<file path="src/rtl/keyed_seq_reader.sv">
// keyed_seq_reader: key-unlocked LFSR serial responder on qualified bus reads
module keyed_seq_reader #(
  parameter int STATE_W = 6,
  parameter logic [STATE_W-1:0] TAPS = 6'b110000,
  parameter logic [STATE_W-1:0] SEED = 6'b000001,
  parameter int KEY_LEN = 4,
  parameter logic [KEY_LEN*4-1:0] KEY = 16'h39C6,
  parameter logic [3:0] RELOCK = 4'hF
) (
  input  logic        clk,
  input  logic        rst,
  input  logic        sser_n,
  input  logic [13:0] ba,
  input  logic        br_w,
  input  logic        acc_stb,
  output logic        sdrd,
  output logic        sdrd_oe,
  output logic        unlocked,
  output logic [2:0]  key_idx
);
  typedef enum logic {LOCKED, STREAM} state_t;
  state_t state, state_nx;
  logic [STATE_W-1:0] lfsr, lfsr_nx;
  logic [2:0] key_nx;
  logic sdrd_nx, win, qacc;
  logic [3:0] nib, cur_nib, first_nib;
  logic unused_ba;
  assign unused_ba = ^{ba[11:8], ba[3:0]};
  assign win = ~sser_n & (ba[13:12] == 2'b01) & br_w;
  assign qacc = acc_stb & win;
  assign sdrd_oe = win;
  assign unlocked = state == STREAM;
  assign nib = ba[7:4];
  assign first_nib = KEY[KEY_LEN*4-1 -: 4];
  assign cur_nib = 4'(KEY >> (4 * (KEY_LEN - 1 - int'(key_idx))));
  always_ff @(posedge clk) begin
    if (rst) begin
      state <= LOCKED;
      key_idx <= '0;
      lfsr <= SEED;
      sdrd <= 1'b0;
    end else begin
      state <= state_nx;
      key_idx <= key_nx;
      lfsr <= lfsr_nx;
      sdrd <= sdrd_nx;
    end
  end
  always_comb begin
    state_nx = state;
    key_nx = key_idx;
    lfsr_nx = lfsr;
    sdrd_nx = sdrd;
    if (qacc) begin
      if (state == LOCKED) begin
        sdrd_nx = 1'b0;
        if (nib == cur_nib) begin
          if (key_idx == 3'(KEY_LEN - 1)) begin
            state_nx = STREAM;
            key_nx = '0;
            lfsr_nx = SEED;
          end else key_nx = key_idx + 3'd1;
        end else key_nx = (nib == first_nib) ? 3'd1 : 3'd0;
      end else if (nib == RELOCK) begin
        sdrd_nx = 1'b0;
        state_nx = LOCKED;
        key_nx = '0;
        lfsr_nx = SEED;
      end else if (lfsr == '0) begin
        sdrd_nx = 1'b0;
        lfsr_nx = SEED;
      end else begin
        sdrd_nx = lfsr[STATE_W-1];
        lfsr_nx = {lfsr[STATE_W-2:0], ^(lfsr & TAPS)};
      end
    end
  end
endmodule
</file>
<file path="config.mk">
export PLATFORM = sky130hd
export DESIGN_NAME = keyed_seq_reader
export DESIGN_NICKNAME = d
export VERILOG_FILES = /design/src/rtl/keyed_seq_reader.sv
export SDC_FILE = /design/constraint.sdc
export NUM_CORES = 1
export LEC_CHECK = 0
export BUFFER_PORTS_ARGS = -buffer_cell sky130_fd_sc_hd__buf_2
export CAP_MARGIN = 20
export CORE_AREA = 2 2 40 42
export DETAILED_ROUTE_END_ITERATION = 10
export DIE_AREA = 0 0 42 44
export PLACE_DENSITY = 0.81
export SYNTH_ARGS = -nofsm -noshare
export SYNTH_HDL_FRONTEND = slang
export SYNTH_SLANG_ARGS = --single-unit
</file>
<file path="constraint.sdc">
create_clock -name clk -period 4.1 [get_ports clk]
set_input_delay 0.41 -clock clk [delete_from_list [all_inputs] [get_ports clk]]
set_output_delay 0.41 -clock clk [all_outputs]
set_load 0.02 [all_outputs]
</file>
[Yosys cells after proc, flatten, opt, wreduce, memory -nomap -nowiden]
Index checks and enable logic that the tools add are counted.
Word-level totals
  logic and storage cells: 40
  register bits: 11
  input port bits: 19
  output and inout bits: 6
Operators by class
  eq/ne operators: 6
  bitwise gates (word level): 4
  add/sub/neg operators: 2
  reductions and logical operators: 6
  shift operators: 1
  multiplexer cells: 17
Operator list (count)
  $shr A14 B32 Y4 const A: 1
  $mux W6: 5
  $mux W3: 4
  $mux W1: 8
  $logic_not A6 Y1: 1
  $reduce_xor A6 Y1: 1
  $eq A4 B2 Y1 const B: 1
  $eq A4 B4 Y1: 1
  $eq A4 B4 Y1 const B: 1
  $reduce_bool A2 Y1: 2
  $sub A2 B3 Y4 const A: 1
  $add A3 B1 Y3 const B: 1
  $and A1 B1 Y1: 3
  $eq A3 B2 Y1 const B: 1
  $reduce_and A3 Y1: 1
  $eq A2 B1 Y1 const B: 1
  $ne A2 B1 Y1 const B: 1
  $reduce_and A2 Y1: 1
  $not A1 Y1: 1

[Logic depth before layout (Yosys ltp)]
  depth in word-level cells: 5
  gate-level depth with buffers: 5

[Least setup slack after synthesis]
No wires, ideal clock.
  path type: reg2reg
  start: register key_idx[0]
  end: register key_idx[0]
  path buffers: 0
  stages on the path, launching flop included: 6
  library setup time: 63 ps
  setup slack: 2355 ps
  data required time: 4037 ps
  arrival: 1683 ps
  cells stage by stage: dfxtp_1 xnor2_1 mux2_4 o21a_4 a2111o_1 nand3_1
On the way
  word-level cells in the longest chain between the ends: 5
Ends and longest elaborated chain
  start, declared: line 19  | output logic [2:0] key_idx
  start signal, assigned: line 44  | key_idx <= key_nx;
  $sub A2 B3 Y4: line 35  | assign cur_nib = 4'(KEY >> (4 * (KEY_LEN - 1 - int'(key_idx))));
  $shr A14 B32 Y4: line 35
  $eq A4 B4 Y1: line 57  | if (nib == cur_nib) begin
  $mux W3 (*): line 57
  $mux W3 (*): line 55  | if (state == LOCKED) begin
Every way passes the cells marked *; elsewhere a longest branch is shown, timed or not.
A chain may end at the register's enable or synchronous reset.

[Worst setup path in the final report]
  start: register key_idx[1]
  end: register lfsr[3]
On the way
  word-level cells in the longest chain between the ends: 5
Ends and longest elaborated chain
  $sub A2 B3 Y4: line 35
  $shr A14 B32 Y4: line 35
  $eq A4 B4 Y1: line 57
  $reduce_bool A2 Y1 (no source line)
  $reduce_and A3 Y1 (no source line) (*)
  end signal, assigned: line 45  | lfsr <= lfsr_nx;
  end, declared: line 23  | logic [STATE_W-1:0] lfsr, lfsr_nx;
Marks and branches as above.

==> results.yml <==
synth:
  synth_cells: 69
  yosysUniqueCellTypes: 36
  yosys-top-cells-area: "dfxtp_1, a22o_1, a221oi_4"
  synth_nets: 90
  avgSynthCellArea_um2: 9.375
  ys_seq_area_share_pct: 34.04
  synth_top_area_share_pct: 34.04
  synth_common_cells: "dfxtp_1, nand2_1, a22o_1, nor3_1"
  syn-cell-area_um2: 646.9
  ys_ff_latch: 11
  synthArstFlopShare_pct: 0
  ys_warn_count: 0
  synth_edf_count: 0
  ys_dominant_reg_cell: "dfxtp_1"
  yosysTopAreaCell: "dfxtp_1"
  yosysMostFrequentCell: "dfxtp_1"
sta:
  rsz0062_at_grt: "no"
  setup_viol: 0
  fin_skew_ns: 0.004390
  setup_slack_ns: 2.328
  tightest_slew_ns: 0.4610
  fmax_mhz: 564.4
  relSlewSlack_pct: 68.94
  report.final.hold_viol_count: 0
  slew_viol_final: 0
  finalWorstPathRequiredPeriod_ns: 1.772
  tns_ns: 0
  fin_crit_sh_pct: 43.21
floorplanning:
  io_pins: 25
  fp.coreArea_um2: 1419
  rows: 14
  die_w_um: 42
  dieArea_um2: 1848
  start_util_pct: 45.59
  die-height_um: 44
worst_setup_path:
  arrival_ns: 1.98
  required_ns: 4.31
  critPathLaunchType: "flop"
  cpPeakStageDelay_ns: 0.45
  crit_buf_inv: 0
  path_cells: "xnor2_1 > mux2_4 > and3_4 > a221oi_4 > a22o_1"
  critical-path-slowest-cell: "dfxtp_1"
  cp-end-kind: "flop"
  critical-path-top-delay-family: "compound AO/OA/AOI/OAI gates"
  critPathKind: "flop to flop"
  crit_fanout: 7
drt:
  drtPass1Iterations: 4
  finalWirelength_mm: 1.417
  post_drt_wl_per_cell_um: 13.63
  vias: 600
  ant_nets: 0
  post_drt_via_cell_ratio: 5.769
  drc: 0
  detail_route.iter0.violations: 4
final_layout:
  areaGrowthSynthToFinish_pct: 18.96
  final_nets: 110
  nFillCells: 148
  diodes: 0
  regArea_um2: 220.2
  multi_input_area_um2: 411.6
  drive_above_1_share_pct: 31.82
clock_tree:
  ctsLongestPathBuffers: 2
  cts_root_buf: "clkbuf_4"
  cts_resized: 0
  cts_hold_buf: 0
  post_cts_buffers: 0
  cts_tree: "done"
  numClockSinks: 11
  clk_pin_slew_ns: 0.07
  cts_buffers: 3
  clk_latency_ns: 0.27
  htreeDepth: 1
global_route:
  overflow: 0
  grt_pass1_wl_mm: 2.456
  antenna_found_initial: 0
  grt_max_degree: 12
  grt_pass1_vias: 594
  grt_usage_pct: 17.57
power_and_ir_drop:
  p_leak_nw: 0.3103
  irDropWorstVdd_uv: 166.7
  powerDensity_nw_per_um2: 262.5
placed_design:
  dpl.hpwl_mm: 1.077
  io_buffers: 16
  pre_cts_slack_ns: 2.328
  routabilityCongestion: 0.7708
job:
  drv_cap: 0
min_path:
  hp-class: "flop to flop"
outcome:
  outcome: "complete, no violations"
cells in the final DEF (no fill, tap or decap), drive strengths merged, types with 2 or more instances in the layout:
cell and count:
buf 16, dfxtp 11, nand2 7, a22o 6
nor3 4, a21oi 4, clkbuf 4, inv 3
nor2 3, nor2b 2, nand3 2, ha 2
final cells by class:
class / count / area share [%]
Tap cell: 16 / 2.602
Timing Repair Buffer: 16 / 10.41
Inverter: 3 / 1.463
Sequential cell: 11 / 28.62
Clock buffer: 4 / 3.415
Multi-Input combinational cell: 54 / 53.50
routing by layer:
| layer | share of wire, % | wire length (um) | track usage (%) | up-vias |
|---|---|---|---|---|
| met5 | 0 | 0 | 0 | - |
| met4 | 0.64 | 9 | 8.387 | 0 |
| met3 | 5.2 | 74 | 4.583 | 2 |
| met2 | 52 | 735 | 31.25 | 14 |
| met1 | 42 | 598 | 19.54 | 281 |
| li1 | - | - | - | 303 |
path summary, 6_finish.rpt:
kind                    from      end  slack (ns)  cells after the start
setup / recovery  key_idx[1]  lfsr[3]        2.33                      5
hold / removal          sdrd     sdrd        0.45                      2
setup reg to reg  key_idx[1]  lfsr[3]        2.33                      5
hold reg to reg         sdrd     sdrd        0.45                      2
worst min-delay path: cells and delay by family (launching register included):
kind | cells | cell delay, ns
AOI/OAI and AO/OA | 1 | 0.05
DFF | 1 | 0.31
and+or+nand+nor | 1 | 0.05
state kept, by name (all words and copies together) (netlist names):
register / cells
key_idx: 3
lfsr: 6
sdrd: 1
unlocked: 1
power by group:
group / switching [mW] / internal [mW]
combinational: 0.0119 / 0.00960
sequential: 0.000659 / 0.107
clock: 0.0351 / 0.0376
kinds of logic (layout without fill, tap and decap cells):
family | count (synthesis) | after routing | synth area share [%]
XOR/XNOR | 1 | 1 | 1.354
AO/OA/AOI/OAI | 19 | 19 | 26.89
adder cells (fa/ha/maj) | 2 | 2 | 3.868
AND/OR/NAND/NOR | 30 | 30 | 27.66
flip-flops | 11 | 11 | 34.04
multiplexers | 2 | 2 | 3.868
buffers and inverters | 4 | 23 | 2.320
through the flow:
stage          instance area (um^2)  hold WS, ns  power, mW  util (%)  instances
3_3_place_gp                  743.2       0.4394     0.1305     52.38        100
6_report                      769.5       0.4520     0.2020     54.23        104
3_5_place_dp                  743.2       0.4425     0.1315     52.38        100
4_1_cts                       769.5       0.4526     0.2053     54.23        104
2_1_floorplan                 646.9       0.4422     0.1225         -         69
5_1_grt                       769.5       0.4815     0.2111     54.23        104
Note: power is estimated with default switching activity, not from simulation.
